`src/rtl/tc_pkg.sv`:
```
// ============================================================================
// Module      : tc_pkg
// Description : Shared widths, state encoding and types for the thermocouple
//               averaging filter and its alarm.
// Revision    : 1.0 - initial release
// ============================================================================
`default_nettype none

package tc_pkg;

  localparam int TEMP_W    = 20;
  localparam int MAX_LOG2N = 3;

  typedef logic [1:0] state_t;

  localparam state_t S_IDLE  = 2'd0;
  localparam state_t S_ACCUM = 2'd1;
  localparam state_t S_DONE  = 2'd2;

  typedef logic [TEMP_W-1:0] temp_t;

endpackage

`default_nettype wire

```
`src/rtl/tc_alarm_hyst.sv`:
```
// ============================================================================
// Module      : tc_alarm_hyst
// Description : Hysteretic over-threshold flag, evaluated only on i_update.
// Revision    : 1.0 - initial release
// ============================================================================
`default_nettype none

module tc_alarm_hyst #(
  parameter int W = 20
) (
  input  logic         clk,
  input  logic         rst_n,
  input  logic [W-1:0] i_avg,
  input  logic         i_update,
  input  logic [W-1:0] i_thresh_hi,
  input  logic [W-1:0] i_thresh_lo,
  output logic         o_alarm
);

  logic alarm_q;
  logic alarm_d;

  // Set is tested first so a misprogrammed hi < lo still raises the alarm.
  always_comb begin
    alarm_d = alarm_q;
    if (i_update) begin
      if (i_avg > i_thresh_hi) begin
        alarm_d = 1'b1;
      end else if (i_avg < i_thresh_lo) begin
        alarm_d = 1'b0;
      end
    end
  end

  always_ff @(posedge clk) begin
    if (!rst_n) begin
      alarm_q <= 1'b0;
    end else begin
      alarm_q <= alarm_d;
    end
  end

  assign o_alarm = alarm_q;

endmodule

`default_nettype wire

```
`src/rtl/tc_avg_filter.sv`:
```
// ============================================================================
// Module      : tc_avg_filter
// Description : Block-averaging filter (1/2/4/8 samples, round-half-up) with
//               hysteretic over-temperature alarm. Optional min/max tracking
//               of published averages when TC_AVG_MINMAX_EN is defined.
// Revision    : 1.0 - initial release
// ============================================================================
`default_nettype none

module tc_avg_filter #(
  parameter int TEMP_W    = 20,
  parameter int MAX_LOG2N = 3
) (
  input  logic              clk,
  input  logic              rst_n,
  input  logic              i_ena,
  input  logic              i_clear,
  input  logic [1:0]        i_log2n,
  input  logic [TEMP_W-1:0] i_temp,
  input  logic              i_valid,
  input  logic [TEMP_W-1:0] i_thresh_hi,
  input  logic [TEMP_W-1:0] i_thresh_lo,
  output logic [TEMP_W-1:0] o_avg,
  output logic              o_valid,
  output logic              o_alarm,
  output logic              o_busy
`ifdef TC_AVG_MINMAX_EN
  ,
  output logic [TEMP_W-1:0] o_min,
  output logic [TEMP_W-1:0] o_max
`endif
);

  import tc_pkg::*;

  localparam int ACC_W = TEMP_W + MAX_LOG2N;
  localparam int CNT_W = MAX_LOG2N + 1;

  state_t            state_q, state_d;
  logic [1:0]        win_l2_q, win_l2_d;
  logic [ACC_W-1:0]  acc_q, acc_d;
  logic [CNT_W-1:0]  count_q, count_d;
  logic [TEMP_W-1:0] avg_q, avg_d;
  logic              valid_q, valid_d;

  logic [ACC_W-1:0]  w_temp_ext;
  logic [ACC_W-1:0]  w_acc_sum;
  logic [CNT_W-1:0]  w_count_inc;
  logic [CNT_W-1:0]  w_win_len;
  logic [ACC_W-1:0]  w_rnd;
  logic [ACC_W-1:0]  w_rounded;
  logic              w_done;

  assign w_temp_ext  = {{MAX_LOG2N{1'b0}}, i_temp};
  assign w_acc_sum   = acc_q + w_temp_ext;
  assign w_count_inc = count_q + CNT_W'(1);
  assign w_win_len   = CNT_W'(1) << win_l2_q;
  assign w_done      = (state_q == S_DONE);

  always_comb begin
    state_d  = state_q;
    win_l2_d = win_l2_q;
    acc_d    = acc_q;
    count_d  = count_q;
    case (state_q)
      S_IDLE: begin
        win_l2_d = i_log2n;
        acc_d    = '0;
        count_d  = '0;
        if (i_ena) begin
          state_d = S_ACCUM;
        end
      end
      S_ACCUM: begin
        if (i_clear) begin
          acc_d    = '0;
          count_d  = '0;
          win_l2_d = i_log2n;
        end else if (i_valid) begin
          acc_d   = w_acc_sum;
          count_d = w_count_inc;
          if (w_count_inc == w_win_len) begin
            state_d = S_DONE;
          end
        end
      end
      S_DONE: begin
        // A strobe here opens the next window; a 1-sample window completes at once.
        win_l2_d = i_log2n;
        acc_d    = '0;
        count_d  = '0;
        state_d  = S_ACCUM;
        if (!i_clear && i_valid) begin
          acc_d   = w_temp_ext;
          count_d = CNT_W'(1);
          if (i_log2n == 2'd0) begin
            state_d = S_DONE;
          end
        end
      end
      default: begin
        state_d = S_IDLE;
      end
    endcase
    if (!i_ena) begin
      state_d = S_IDLE;
      acc_d   = '0;
      count_d = '0;
    end
  end

  // The average is registered on the edge that completes the window, so it is
  // already visible on o_avg while o_valid is high in the DONE cycle.
  always_comb begin
    w_rnd     = (ACC_W'(1) << win_l2_d) >> 1;
    w_rounded = (acc_d + w_rnd) >> win_l2_d;
    valid_d   = (state_d == S_DONE);
    avg_d     = avg_q;
    if (valid_d) begin
      avg_d = TEMP_W'(w_rounded);
    end
  end

  always_ff @(posedge clk) begin
    if (!rst_n) begin
      state_q  <= S_IDLE;
      win_l2_q <= 2'd0;
      acc_q    <= '0;
      count_q  <= '0;
      avg_q    <= '0;
      valid_q  <= 1'b0;
    end else begin
      state_q  <= state_d;
      win_l2_q <= win_l2_d;
      acc_q    <= acc_d;
      count_q  <= count_d;
      avg_q    <= avg_d;
      valid_q  <= valid_d;
    end
  end

  tc_alarm_hyst #(
    .W (TEMP_W)
  ) u_alarm (
    .clk         (clk),
    .rst_n       (rst_n),
    .i_avg       (avg_q),
    .i_update    (w_done),
    .i_thresh_hi (i_thresh_hi),
    .i_thresh_lo (i_thresh_lo),
    .o_alarm     (o_alarm)
  );

`ifdef TC_AVG_MINMAX_EN
  logic [TEMP_W-1:0] min_q, min_d;
  logic [TEMP_W-1:0] max_q, max_d;

  always_comb begin
    min_d = min_q;
    max_d = max_q;
    if (i_clear) begin
      min_d = '1;
      max_d = '0;
    end else if (valid_d) begin
      if (avg_d < min_q) min_d = avg_d;
      if (avg_d > max_q) max_d = avg_d;
    end
  end

  always_ff @(posedge clk) begin
    if (!rst_n) begin
      min_q <= '1;
      max_q <= '0;
    end else begin
      min_q <= min_d;
      max_q <= max_d;
    end
  end

  assign o_min = min_q;
  assign o_max = max_q;
`endif

  assign o_avg   = avg_q;
  assign o_valid = valid_q;
  assign o_busy  = (state_q == S_ACCUM) && (count_q != '0);

endmodule

`default_nettype wire

```
`config.mk`:
```
export PLATFORM = sky130hd
export DESIGN_NAME = tc_avg_filter
export DESIGN_NICKNAME = d
export VERILOG_FILES = /design/src/rtl/tc_pkg.sv /design/src/rtl/tc_alarm_hyst.sv /design/src/rtl/tc_avg_filter.sv
export SDC_FILE = /design/constraint.sdc
export NUM_CORES = 1
export LEC_CHECK = 0
export ABC_AREA = 1
export BUFFER_PORTS_ARGS = -buffer_cell sky130_fd_sc_hd__buf_2
export CORE_ASPECT_RATIO = 0.75
export CORE_MARGIN = 2
export CORE_UTILIZATION = 40
export DETAILED_ROUTE_END_ITERATION = 8
export PLACE_DENSITY = 0.68
export SYNTH_ARGS = -nofsm -noshare
export SYNTH_HDL_FRONTEND = slang
export SYNTH_SLANG_ARGS = --single-unit
```
`constraint.sdc`:
```
create_clock -name clk -period 11.5 [get_ports clk]
set_input_delay 1.15 -clock clk [delete_from_list [all_inputs] [get_ports clk]]
set_output_delay 1.15 -clock clk [all_outputs]
set_load 0.02 [all_outputs]
```
### Word-level counts from Yosys, hierarchy flattened

Cells that the tools add are included.
W data, S select, Z words.

| word-level totals | value |
|---|---|
| register bits after elaboration | 53 |
| latch bits | 0 |
| bits in writable memories | 0 |
| ROM bits | 0 |
| input bits | 67 |
| output and inout port bits | 23 |
| word-level logic and storage cells | 52 |
| memories | 0 |

| operators by class | value |
|---|---|
| $add $sub $neg | 3 |
| multipliers | 0 |
| divide/modulo/power cells | 0 |
| magnitude comparators | 2 |
| equality and inequality tests | 5 |
| shift-type cells | 3 |
| muxes and demuxes | 20 |
| bitwise operators | 0 |
| reductions and logical operators | 12 |

Operators by type and width:

| operator | number |
|---|---|
| $mux W23 | 3 |
| $pmux W23 S3 | 1 |
| $add A23 B20 Y23 | 1 |
| $add A23 B22 Y23 | 1 |
| $shl A1 B2 Y23 const A | 1 |
| $shr A23 B2 Y20 | 1 |
| $gt A20 B20 Y1 | 1 |
| $lt A20 B20 Y1 | 1 |
| $mux W20 | 1 |
| $mux W2 | 7 |
| $pmux W4 S3 | 1 |
| $mux W4 | 2 |
| $pmux W2 S3 | 1 |
| $reduce_and A2 Y1 | 3 |
| $add A4 B1 Y4 const B | 1 |
| $eq A2 B2 Y1 const B | 2 |
| $eq A4 B4 Y1 | 1 |
| $logic_not A2 Y1 | 2 |
| $pmux W2 S2 | 1 |
| $reduce_bool A4 Y1 | 1 |
| $shl A1 B2 Y4 const A | 1 |
| $mux W1 | 3 |
| $ne A3 B3 Y1 const B | 1 |
| $reduce_bool A3 Y1 | 1 |
| other kinds (5) | 6 |

### Logic depth before layout (Yosys ltp)

| depth | value |
|---|---|
| depth in word-level cells | 8 |
| gate-level depth with buffers | 30 |

### Modules after synthesis

From an unflattened synthesis, not the netlist that was laid out.

| unflattened totals | value |
|---|---|
| cell total of the unflattened synthesis | 1,076 |
| area, all modules | 6,308.6 um^2 |

Modules (own cells, without submodules):

| module | instances | cells each | area each (um^2) | seq. area each (um^2) |
|---|---|---|---|---|
| tc_avg_filter | 1 | 880 | 5,153.7 | 1,041.0 |
| tc_alarm_hyst | 1 | 196 | 1,154.9 | 20.0 |

### Least setup slack after synthesis

Ideal clock, no wire load.

| timing path | value |
|---|---|
| path kind | input port to flip-flop |
| start | in i_clear |
| end | reg avg_q[11], in the netlist o_avg[11] |
| library setup time | 71 ps |
| arrival | 4,206 ps |
| data required time | 11,429 ps |
| slack | 7,223 ps |
| stages | 23 |
| path through | nand2_1 inv_1 o311ai_0 o21ai_0 clkbuf_1 buf_2 nor2_1 ha_1 inv_1 fa_1 or2_2 nand2_1 nand3_1 nor2_2 nand2_2 nor2_4 nand3_4 nor2_2 xor2_1 nand2_1 nand3_1 nand3_1 a21oi_1 |

| between the ends | value |
|---|---|
| word-level cells in the longest chain between the ends | 7 |
| elaborated cells on any way between the ends | 16 |
| those cells by class | 1 x add/sub; 1 x eq/ne; 2 x shift; 10 x mux; 2 x reduce/logical |

RTL lines:

| what | line | RTL |
|---|---|---|
| from (decl) | tc_avg_filter.sv:17 | `input logic i_clear,` |
| $logic_not A1 Y1 | tc_avg_filter.sv:93 | `if (!i_clear && i_valid) begin` |
| $logic_and A1 B1 Y1 | tc_avg_filter.sv:93 |  |
| $mux W20 | tc_avg_filter.sv:93 |  |
| $pmux W23 S3 | tc_avg_filter.sv:65 | `case (state_q)` |
| $mux W23 | tc_avg_filter.sv:105 | `if (!i_ena) begin` |
| $add A23 B22 Y23 | tc_avg_filter.sv:116 | `w_rounded = (acc_d + w_rnd) >> win_l2_d;` |
| $shr A23 B2 Y20 | tc_avg_filter.sv:116 |  |
| to (signal assigned) | tc_avg_filter.sv:137 | `avg_q <= avg_d;` |
| to (decl) | tc_avg_filter.sv:43 | `logic [TEMP_W-1:0] avg_q, avg_d;` |

Parallel ways exist; a longest one is shown, timed or not.
A chain may end at the register's enable or synchronous reset.

### Worst setup path in the final report

| timing path | value |
|---|---|
| start | reg state_q[0] |
| end | reg avg_q[11], in the netlist o_avg[11] |

| between the ends | value |
|---|---|
| word-level cells in the longest chain between the ends | 6 |
| elaborated cells on any way between the ends | 16 |
| those cells by class | 1 x add/sub; 3 x eq/ne; 2 x shift; 8 x mux; 2 x reduce/logical |

RTL lines:

| what | line | RTL |
|---|---|---|
| from (decl) | tc_avg_filter.sv:39 | `state_t state_q, state_d;` |
| from (signal assigned) | tc_avg_filter.sv:133 | `state_q <= state_d;` |
| $eq A2 B2 Y1, or another cell as far along | tc_avg_filter.sv:65 |  |
| $reduce_or A2 Y1 (no source line) or $mux W2 (tied branches) | - |  |
| $pmux W2 S2 or $mux W2 (tied branches) | tc_avg_filter.sv:65, tc_avg_filter.sv:75 |  |
| $shl A1 B2 Y23 or $pmux W2 S3 (tied branches) | tc_avg_filter.sv:115, tc_avg_filter.sv:65 |  |
| $add A23 B22 Y23 or $mux W2 (tied branches) | tc_avg_filter.sv:116, tc_avg_filter.sv:105 |  |
| $shr A23 B2 Y20 or $eq A2 B2 Y1 (tied branches) | tc_avg_filter.sv:116, tc_avg_filter.sv:117 |  |

Parallel ways exist; a longest one is shown, timed or not.

==> key figures <==
STA
  – Final Slew Violations: 0
  – Fmax: roughly 190 MHz
  – Final hold vios: 0
  – Final setup fails: 0
  – Crit path time final: 5.37 ns
  – Tcrit/Tclk final: between 40% and 50%
  – Worst-margin pin slew: 0.803 ns
  – Setup Skew: 0.0109 ns
  – Relative slew slack: 46.4%
  – Setup_tns: 0 ns
  – RSZ-0062 raised after global routing: no

Hold path
  – Min-Delay Path Class: flip-flop to flip-flop

Yosys
  – Ys async rst share: 0%
  – Synth Cell Area: 0.00620 mm²
  – Syn_area_per_cell: 6.04 µm²
  – Top_reg_cell synth: dfxtp_1
  – Synth area leader: dfxtp_1
  – Syn. warnings: 0
  – Post-synth EDFFs: 0
  – Synth top area share: roughly 17%
  – Seq/Total Area, Yosys: roughly 17%
  – Mapped Nets: 1164
  – Largest cells by area after synthesis: dfxtp_1, nand2_1, ha_1, inv_1, nand3_1
  – Mapped Cells: between 1000 and 1500
  – Distinct cells, synth: 53
  – FF+latch count, synth: 53

Drt
  – Routed via count: 6687
  – Drt drc: 0
  – DRT Wirelength: 17500 µm
  – DRT antenna net count: 0
  – Routed wire length per instance: 13.4 µm
  – WL met1: 9070 µm
  – WL met2: 7380 µm
  – DR pass1 iterations: 5
  – Max Used Layer: met4
  – DRT iter0 DRCs: 500
  – WL met3: 866 µm
  – Number of vias per cell: 5.13

GRT
  – Antenna violations before repair: 0
  – Number of global-route vias before repair: roughly 5800
  – First-pass GRT wire length: between 20000 and 30000 µm
  – Gr usage total: roughly a fifth
  – Pin count of the biggest net entering global routing: 46
  – Remaining Overflow, GRT: 0

Power and ir drop
  – LEAKAGE: 3.70 nW
  – Maximum vdd ir drop: between 0.00004 and 0.00005 V
  – Sw Pwr: around 0.00013 W
  – PD cells: 60.8 mW/mm²
  – Switching Fraction: between 30 and 40%
  – Cell internal pwr: a little under 0.0003 W
  – Design Power: around 0.00042 W
  – Comb power frac: 19.9%
  – Clk pwr share: between 30% and 40%
  – Seq pwr share: 44.2%

CTS
  – Clock Sink Count: 53
  – Clk slew on worst S/H paths: 0.07 ns
  – Buffer count from post-CTS setup fixing: 0
  – Worst-Skew Late Latency: roughly 0.30 ns
  – TritonCTS clock tree: done
  – Total CTS buffers: 5
  – H-tree Lvls: 2
  – Clk root buf: clkbuf_16
  – Longest Clk Path Bufs: 2
  – Post-CTS Resized: 0
  – CTS Hold Bufs: 0

Floorplanning
  – Total I/O pin count: 90
  – Die H: 112 µm
  – Die Footprint: 0.0165 mm²
  – Die X: ~150 µm
  – Initial Util: approximately two fifths
  – Core Region: 0.0152 mm²
  – Row Count: 39

Outcome
  – Status: finished clean

Run
  – Maxcap violations: 0

Placement
  – DP HPWL: 14100 µm
  – Area after DPL: about 0.0068 mm²
  – Gpl congestion: 0.921
  – Inst Count DP: 1295
  – PortBufs: slightly below 90

Worst setup path
  – Startpoint class of the critical path: flip-flop
  – Critical Path RT: 11.72 ns
  – Worst Setup End Kind: flip-flop
  – CP arrival: 5.59 ns
  – Setup CP Type: flip-flop to flip-flop
  – Crit Path Max Fanout: 31

Finish
  – # diodes: 0
  – Net count, final: 1235
  – Post-Layout Cell Count: 1303
  – Share of layout cells above drive strength 1: 13.5%
  – Fin area: 0.00692 mm²
  – Area Overhead vs Synth: 11.6%
-- state kept, by name, indices dropped and copies added (netlist names) --
register	count
state_q	2
count_q	4
o_valid	1
o_avg	20
win_l2_q	2
u_alarm.o_alarm	1
acc_q	23
-- through the flow --
stage | utilization [%] | setup slack [ns] | hold WS (ns)
6_report | 45.6 | 6.13 | 0.470
5_1_grt | 45.6 | 5.63 | 0.520
4_1_cts | 45.6 | 6.14 | 0.468
3_5_place_dp | 44.7 | 6.02 | 0.457
3_3_place_gp | 44.7 | 6.16 | 0.452
2_1_floorplan | - | 7.22 | 0.469
-- final cells by class --
cell class | count | area, µm²
Fill cell | 1637 | 8250
Multi-Input combinational cell | 779 | 4380
Sequential cell | 53 | 1060
Inverter | 167 | 628
Timing Repair Buffer | 91 | 460
Tap cell | 205 | 256
Clock buffer | 6 | 129
Clock inverter | 2 | 10.0
-- power by group through the flow --
stage | combinational [W] | sequential (W) | clock (W)
global placement | 0.0000823 | 0.000190 | 0
finish | 0.0000839 | 0.000186 | 0.000151
global route | 0.0000952 | 0.000186 | 0.000161
floorplan | 0.0000562 | 0.000190 | 0
CTS | 0.0000835 | 0.000186 | 0.000153
detailed placement | 0.0000830 | 0.000190 | 0
-- layer usage --
metal | global-route usage, % | vias to the layer above
met1 | 31.4 | 3036
met3 | 2.66 | 11
met2 | 32.0 | 146
met5 | 0 | -
met4 | 2.95 | 0
li1 | - | 3494
-- layout by cell type, fill, tap and decap left out, types with 10 or more instances in the layout --
master / netlist / final
nand2_1: 277 / 277
inv_1: 155 / 155
nand3_1: 115 / 115
nor2_1: 89 / 89
buf_2: 12 / 89
ha_1: 69 / 69
a21oi_1: 68 / 68
dfxtp_1: 53 / 53
o21ai_0: 35 / 34
nand4_1: 14 / 14
inv_2: 11 / 11
a221oi_1: 11 / 11
nand3b_1: 10 / 10
-- worst max-delay path, cell delays in order, from the launching register on --
cell and delay [ns]:
dfxtp_1 0.36, ha_1 0.43, inv_2 0.50, o211ai_1 0.23
nand2_1 0.58, inv_1 0.52, nor2_1 0.21, ha_1 0.18
inv_1 0.05, fa_1 0.37, or2_2 0.31, nand2_1 0.08
nand3_1 0.14, nor2_2 0.15, nand2_2 0.08, nor2_4 0.13
nand3_4 0.12, nor2_2 0.20, xor2_1 0.21, nand2_1 0.09
nand3_1 0.12, nand3_1 0.08, a21oi_1 0.12
-- path summary, 6_finish.rpt --
check / startpoint / end / slack [ns] / cells past startpoint
max reg2reg: state_q[0]$_SDFF_PN0_ / o_avg[11]$_SDFFE_PN0P_ / 6.13 / 22
min: u_alarm.o_alarm$_SDFFE_PN0P_ / u_alarm.o_alarm$_SDFFE_PN0P_ / 0.47 / 2
min reg2reg: u_alarm.o_alarm$_SDFFE_PN0P_ / u_alarm.o_alarm$_SDFFE_PN0P_ / 0.47 / 2
max: state_q[0]$_SDFF_PN0_ / o_avg[11]$_SDFFE_PN0P_ / 6.13 / 22
-- kinds of logic after synthesis --
| group | share of synthesized area [%] |
|---|---|
| adders and majority gates | 14.6 |
| AOI/OAI and AO/OA | 15.1 |
| xor gates and xnor gates | 1.67 |
| DFF | 17.1 |
| buffers and inverters | 12.3 |
| and+or+nand+nor | 39.2 |
-- synthesized netlist by cell type (6+ instances only) --
master and count:
a21oi_1 68, a221oi_1 11, buf_2 12, clkbuf_1 11
dfxtp_1 53, ha_1 69, inv_1 155, inv_2 11
nand2_1 277, nand2_2 7, nand3_1 115, nand3b_1 10
nand4_1 14, nor2_1 89, nor2_2 6, nor2_4 8
o211ai_1 6, o21a_1 6, o21ai_0 35, xor2_1 8
(Power assumes the default switching activity.)
